**src/rtl/serial_addsub_if.sv**
```systemverilog
// Operand/result bundle for the digit-serial adder/subtractor.
// The master drives start/op/a/b; the slave returns the registered result, flags and status.
interface serial_addsub_if #(
  parameter int WIDTH = 32
);
  logic             start;
  logic             op;
  logic [WIDTH-1:0] a;
  logic [WIDTH-1:0] b;
  logic [WIDTH-1:0] sum;
  logic             cout;
  logic             overflow;
  logic             zero;
  logic             busy;
  logic             done;

  modport master (
    output start, op, a, b,
    input  sum, cout, overflow, zero, busy, done
  );

  modport slave (
    input  start, op, a, b,
    output sum, cout, overflow, zero, busy, done
  );
endinterface

```
**src/rtl/serial_addsub.sv**
```systemverilog
// Digit-serial adder/subtractor: CHUNK bits per cycle, carry held between cycles, N = WIDTH/CHUNK cycles.
// Optional signed saturation of the result on overflow when SERIAL_ADDSUB_SAT_EN is defined.
//   state | meaning
//   IDLE  | waiting for start; result outputs hold the last completion
//   RUN   | processing chunk idx_q; finishes on chunk N-1
module serial_addsub #(
  parameter int WIDTH = 32,
  parameter int CHUNK = 8
) (
  input  logic           clk,
  input  logic           rst,
  serial_addsub_if.slave bus
);
  localparam int N  = WIDTH / CHUNK;
  localparam int IW = (N > 1) ? $clog2(N) : 1;

  typedef enum logic {IDLE, RUN} state_t;

  state_t           state_q, state_d;
  logic [WIDTH-1:0] a_q, a_d;
  logic [WIDTH-1:0] b_q, b_d;
  logic [WIDTH-1:0] psum_q, psum_d;
  logic [WIDTH-1:0] sum_q, sum_d;
  logic [IW-1:0]    idx_q, idx_d;
  logic             carry_q, carry_d;
  logic             cout_q, cout_d;
  logic             ovf_q, ovf_d;
  logic             zero_q, zero_d;
  logic             done_q, done_d;

  logic [CHUNK-1:0] a_k, b_k;
  logic [CHUNK:0]   chunk_sum;
  logic [WIDTH-1:0] merged;
  logic [WIDTH-1:0] result;
  logic             raw_ovf;

  always_ff @(posedge clk or posedge rst) begin
    if (rst) begin
      state_q <= IDLE;
      a_q     <= '0;
      b_q     <= '0;
      psum_q  <= '0;
      sum_q   <= '0;
      idx_q   <= '0;
      carry_q <= 1'b0;
      cout_q  <= 1'b0;
      ovf_q   <= 1'b0;
      zero_q  <= 1'b0;
      done_q  <= 1'b0;
    end else begin
      state_q <= state_d;
      a_q     <= a_d;
      b_q     <= b_d;
      psum_q  <= psum_d;
      sum_q   <= sum_d;
      idx_q   <= idx_d;
      carry_q <= carry_d;
      cout_q  <= cout_d;
      ovf_q   <= ovf_d;
      zero_q  <= zero_d;
      done_q  <= done_d;
    end
  end

  // Datapath for the current chunk; merged is the partial sum with this chunk filled in.
  always_comb begin
    a_k       = a_q[idx_q*CHUNK +: CHUNK];
    b_k       = b_q[idx_q*CHUNK +: CHUNK];
    chunk_sum = {1'b0, a_k} + {1'b0, b_k} + (CHUNK+1)'(carry_q);
    merged    = psum_q;
    merged[idx_q*CHUNK +: CHUNK] = chunk_sum[CHUNK-1:0];
    raw_ovf   = (a_q[WIDTH-1] == b_q[WIDTH-1]) && (merged[WIDTH-1] != a_q[WIDTH-1]);
    result    = merged;
`ifdef SERIAL_ADDSUB_SAT_EN
    if (raw_ovf) begin
      result = a_q[WIDTH-1] ? {1'b1, {(WIDTH-1){1'b0}}} : {1'b0, {(WIDTH-1){1'b1}}};
    end
`endif
  end

  always_comb begin
    state_d = state_q;
    a_d     = a_q;
    b_d     = b_q;
    psum_d  = psum_q;
    sum_d   = sum_q;
    idx_d   = idx_q;
    carry_d = carry_q;
    cout_d  = cout_q;
    ovf_d   = ovf_q;
    zero_d  = zero_q;
    done_d  = 1'b0;
    case (state_q)
      IDLE: begin
        if (bus.start) begin
          // Subtraction is a + ~b + 1: invert b here and seed the carry with op.
          a_d     = bus.a;
          b_d     = bus.b ^ {WIDTH{bus.op}};
          carry_d = bus.op;
          idx_d   = '0;
          psum_d  = '0;
          state_d = RUN;
        end
      end
      RUN: begin
        psum_d  = merged;
        carry_d = chunk_sum[CHUNK];
        if (idx_q == IW'(N-1)) begin
          state_d = IDLE;
          idx_d   = '0;
          sum_d   = result;
          cout_d  = chunk_sum[CHUNK];
          ovf_d   = raw_ovf;
          zero_d  = (result == '0);
          done_d  = 1'b1;
        end else begin
          idx_d = idx_q + IW'(1);
        end
      end
      default: state_d = IDLE;
    endcase
  end

  assign bus.sum      = sum_q;
  assign bus.cout     = cout_q;
  assign bus.overflow = ovf_q;
  assign bus.zero     = zero_q;
  assign bus.busy     = (state_q == RUN);
  assign bus.done     = done_q;
endmodule

```
**src/flat_wrapper.sv**
```systemverilog
// flat-port wrapper written by rule: the top's interface ports become plain ports
module serial_addsub_flat 
#(
  parameter int WIDTH = 32,
  parameter int CHUNK = 8
)
  (clk, rst, bus_start, bus_op, bus_a, bus_b, bus_sum, bus_cout, bus_overflow, bus_zero, bus_busy, bus_done);
  serial_addsub_if #(.WIDTH(WIDTH)) bus_i ();
  input  logic clk;
  input  logic rst;
  input wire logic [$bits(bus_i.start)-1:0] bus_start;
  input wire logic [$bits(bus_i.op)-1:0] bus_op;
  input wire logic [$bits(bus_i.a)-1:0] bus_a;
  input wire logic [$bits(bus_i.b)-1:0] bus_b;
  output wire logic [$bits(bus_i.sum)-1:0] bus_sum;
  output wire logic [$bits(bus_i.cout)-1:0] bus_cout;
  output wire logic [$bits(bus_i.overflow)-1:0] bus_overflow;
  output wire logic [$bits(bus_i.zero)-1:0] bus_zero;
  output wire logic [$bits(bus_i.busy)-1:0] bus_busy;
  output wire logic [$bits(bus_i.done)-1:0] bus_done;
  assign bus_i.start = bus_start;
  assign bus_i.op = bus_op;
  assign bus_i.a = bus_a;
  assign bus_i.b = bus_b;
  assign bus_sum = bus_i.sum;
  assign bus_cout = bus_i.cout;
  assign bus_overflow = bus_i.overflow;
  assign bus_zero = bus_i.zero;
  assign bus_busy = bus_i.busy;
  assign bus_done = bus_i.done;
  serial_addsub #(.WIDTH(WIDTH), .CHUNK(CHUNK)) u_core (.clk(clk), .rst(rst), .bus(bus_i));
endmodule
```
**config.mk**
```make
export PLATFORM = sky130hd
export DESIGN_NAME = serial_addsub_flat
export DESIGN_NICKNAME = d
export VERILOG_FILES = /design/src/rtl/serial_addsub_if.sv /design/src/rtl/serial_addsub.sv /design/src/flat_wrapper.sv
export SDC_FILE = /design/constraint.sdc
export NUM_CORES = 1
export LEC_CHECK = 0
export CAP_MARGIN = 0
export CORE_MARGIN = 4
export CORE_UTILIZATION = 54
export DETAILED_ROUTE_END_ITERATION = 12
export GPL_TIMING_DRIVEN = 0
export PLACE_DENSITY = 0.8
export SLEW_MARGIN = 10
export SYNTH_ARGS = -nofsm -noshare
export SYNTH_HDL_FRONTEND = slang
export SYNTH_SLANG_ARGS = --single-unit
```
**constraint.sdc**
```tcl
create_clock -name clk -period 6.4 [get_ports clk]
set_clock_uncertainty 0.1 [all_clocks]
set_input_delay 1.6 -clock clk [delete_from_list [all_inputs] [get_ports clk]]
set_output_delay 1.6 -clock clk [all_outputs]
set_load 0.02 [all_outputs]
```
==> results.cfg <==
[setup_path]
crit_chain = buf_2 > buf_1 > mux4_2 > ha_1 > clkbuf_1 > o211a_1 > a21oi_1 > xnor2_1 > a2111oi_0 > nand4_1 > o22ai_1
reg2regPathDepth = 11
required_ns = 6.58
rrSetupSlack_ns = 1.90
path_delay_family = buffers and inverters
path_depth = 11
path_class = reg2reg
arrival_ns = 4.67
cp_slowest_stage_delay_ns = 0.67
crit_buf_inv = 3
start_kind = register
endpoint_kind = register
cpMaxStageDelayCell = buf_1
cp_max_fo = 10

[clocking]
numCtsBuffers = 17
cts.reportedPaths.clkPinSlew_ns = 0.06
cts_setup_buffers = 0
cts_root_buf = clkbuf_16
cts_resized = 0
clk_latency_ns = 0.42
hold_buffers = 0
clkSinkCount = 136
cts.htree.levels = 4
cts_tree = yes
clockBufferDepth = 2

[synth]
yosys.area_share.simple_pct = 17.7
synth.area.mux_share_pct = 6.34
yosys_warnings = 0
ys_seq_area_share_pct = 49.7
synth_ff_type = dfrtp_1
ys_types = 53
synth_top_family_by_area = simple AND/OR/NAND/NOR gates
syn_area_um2 = 6850
synthXorXnorAreaFrac_pct = 5.24
synthAdderAreaFrac_pct = 2.96
synth_compound_area_share_pct = 14.6
netlist_instances = 707
synth-edff-count = 0
syn_nets = 790
syn_area_per_cell_um2 = 9.69
synth_seq_cells = 136
async_flop_share_pct = 100

[floorplanning]
die_x_um = 121
rows = 40
die-area_um2 = 14500
start_util_pct = 56.1
ios = 105
core_area_um2 = 12200
die_y_um = 121

[timing]
max_freq_mhz = 222
setup_viol = 0
hold_viol_final = 0
fin_crit_ns = 4.50
slew_headroom_pct = 44.6
fin_worst_hold_slack_ns = 0.376
fin_crit_sh_pct = 70.2
worstMarginPinSlew_ns = 0.820
fin_setup_tns_ns = 0
finalMaxSlewViolations = 0
rsz0062_at_grt = no

[routing]
wl_met2_um = 9350
vias = 5810
vias_per_cell = 5.75
ant_nets = 0
drt-pass1-iter-count = 5
route.detailed.drc = 0
dr_wl_met3_um = 1270
routedWlPerCell_um = 18.5
routed_wirelength_um = 18600
dr.max_layer_used = met4
drt_iter0_drc = 534
wl_met1_um = 7280

[global_route]
grt_max_degree = 93
grt_pass1_vias = 6232
grt_overflow = 0
grt_pass1_wl_um = 31000
antenna_found_initial = 0
track_usage_pct = 27.1

[run_status]
status = finished clean

[place]
place_congestion = 0.905
hpwl_um = 13200
dpl_cell_area_um2 = 8120
portBuffers = 103

[cells_and_area]
mostFrequentLayoutCell = nand2_1
design_area_um2 = 8750
synthToLayoutAreaGrowth_pct = 27.8
layout_common_cells = nand2_1, dfrtp_1, clkdlybuf4s50_1, a21oi_1, o21ai_0
diodes = 0
post-route-util_pct = 71.6
drive_above_1_share_pct = 7.72
nNetsFinal = 913

[worst_hold_path]
min_path_type = reg2reg
hold_path_depth = 2

[run]
max_cap_viol_count = 0
## cell usage after synthesis, drive strengths merged (4+ instances only)
| master | n | area (µm²) |
|---|---|---|
| buf | 13 | 63.8 |
| nor2b | 32 | 200 |
| nor2 | 35 | 131 |
| mux4 | 16 | 360 |
| a211oi | 4 | 30.0 |
| xnor2 | 38 | 333 |
| clkbuf | 38 | 143 |
| a21oi | 76 | 384 |
| o21ai | 55 | 275 |
| mux2i | 4 | 40.0 |
| nor3 | 7 | 35.0 |
| nand2b | 11 | 68.8 |
| a32o | 11 | 110 |
| o211ai | 5 | 37.5 |
| dfrtp | 136 | 3400 |
| inv | 9 | 33.8 |
| ha | 13 | 163 |
| nand2 | 156 | 586 |
## stage by stage
step	std cells	worst slack, ns
4_1_cts	1010	1.93
3_5_place_dp	979	2.05
5_1_grt	1010	1.57
2_1_floorplan	707	1.06
3_3_place_gp	978	-0.538
6_report	1010	1.90
## cell families after synthesis
kind of cell             count (synthesis)
buffers and inverters                   60
AO/OA/AOI/OAI                          168
XOR/XNOR                                41
multiplexers                            23
AND/OR/NAND/NOR                        264
flip-flops                             136
adder cells (fa/ha/maj)                 15
## flip-flops by register name, summed over array words and instances, names as in the netlist
register / cells
u_core.a_q: 32
u_core.b_q: 32
u_core.bus.busy: 1
u_core.bus.cout: 1
u_core.bus.done: 1
u_core.bus.overflow: 1
u_core.bus.sum: 32
u_core.bus.zero: 1
u_core.carry_q: 1
u_core.idx_q: 2
u_core.psum_q: 32
## final cells by class
cell class | instances | area [µm²]
Clock buffer | 20 | 457
Tap cell | 168 | 210
Multi-Input combinational cell | 511 | 3200
Clock inverter | 11 | 171
Buffer | 51 | 206
Timing Repair Buffer | 104 | 1060
Sequential cell | 136 | 3400
Fill cell | 936 | 3460
Inverter | 9 | 38.8
## layer usage
layer  vias up  track usage [%]
met2       283             45.4
li1       2668                -
met1      2803             33.4
met5         -                0
met3        56             5.33
met4         0             13.7
## path summary, 6_finish.rpt
check,startpoint,end
worst max-delay path,u_core.idx_q[0]$_DFFE_PP0P_,u_core.bus.zero$_DFFE_PP0P_
worst min-delay path,u_core.a_q[2]$_DFFE_PP0P_,u_core.a_q[2]$_DFFE_PP0P_
worst max register to register,u_core.idx_q[0]$_DFFE_PP0P_,u_core.bus.zero$_DFFE_PP0P_
worst min register to register,u_core.a_q[2]$_DFFE_PP0P_,u_core.a_q[2]$_DFFE_PP0P_
max in group asynchronous,rst,u_core.bus.sum[0]$_DFFE_PP0P_
min in group asynchronous,rst,u_core.b_q[30]$_DFFE_PP0P_
## tightest hold or removal path: stages, from the launching register on
cell and delay [ns]:
dfrtp_1 0.34, nand2_1 0.05, nand2_1 0.06
Power is left out: the tool's default activity adds up to more than one toggle a clock period on the data nets, which glitch-free logic cannot reach.
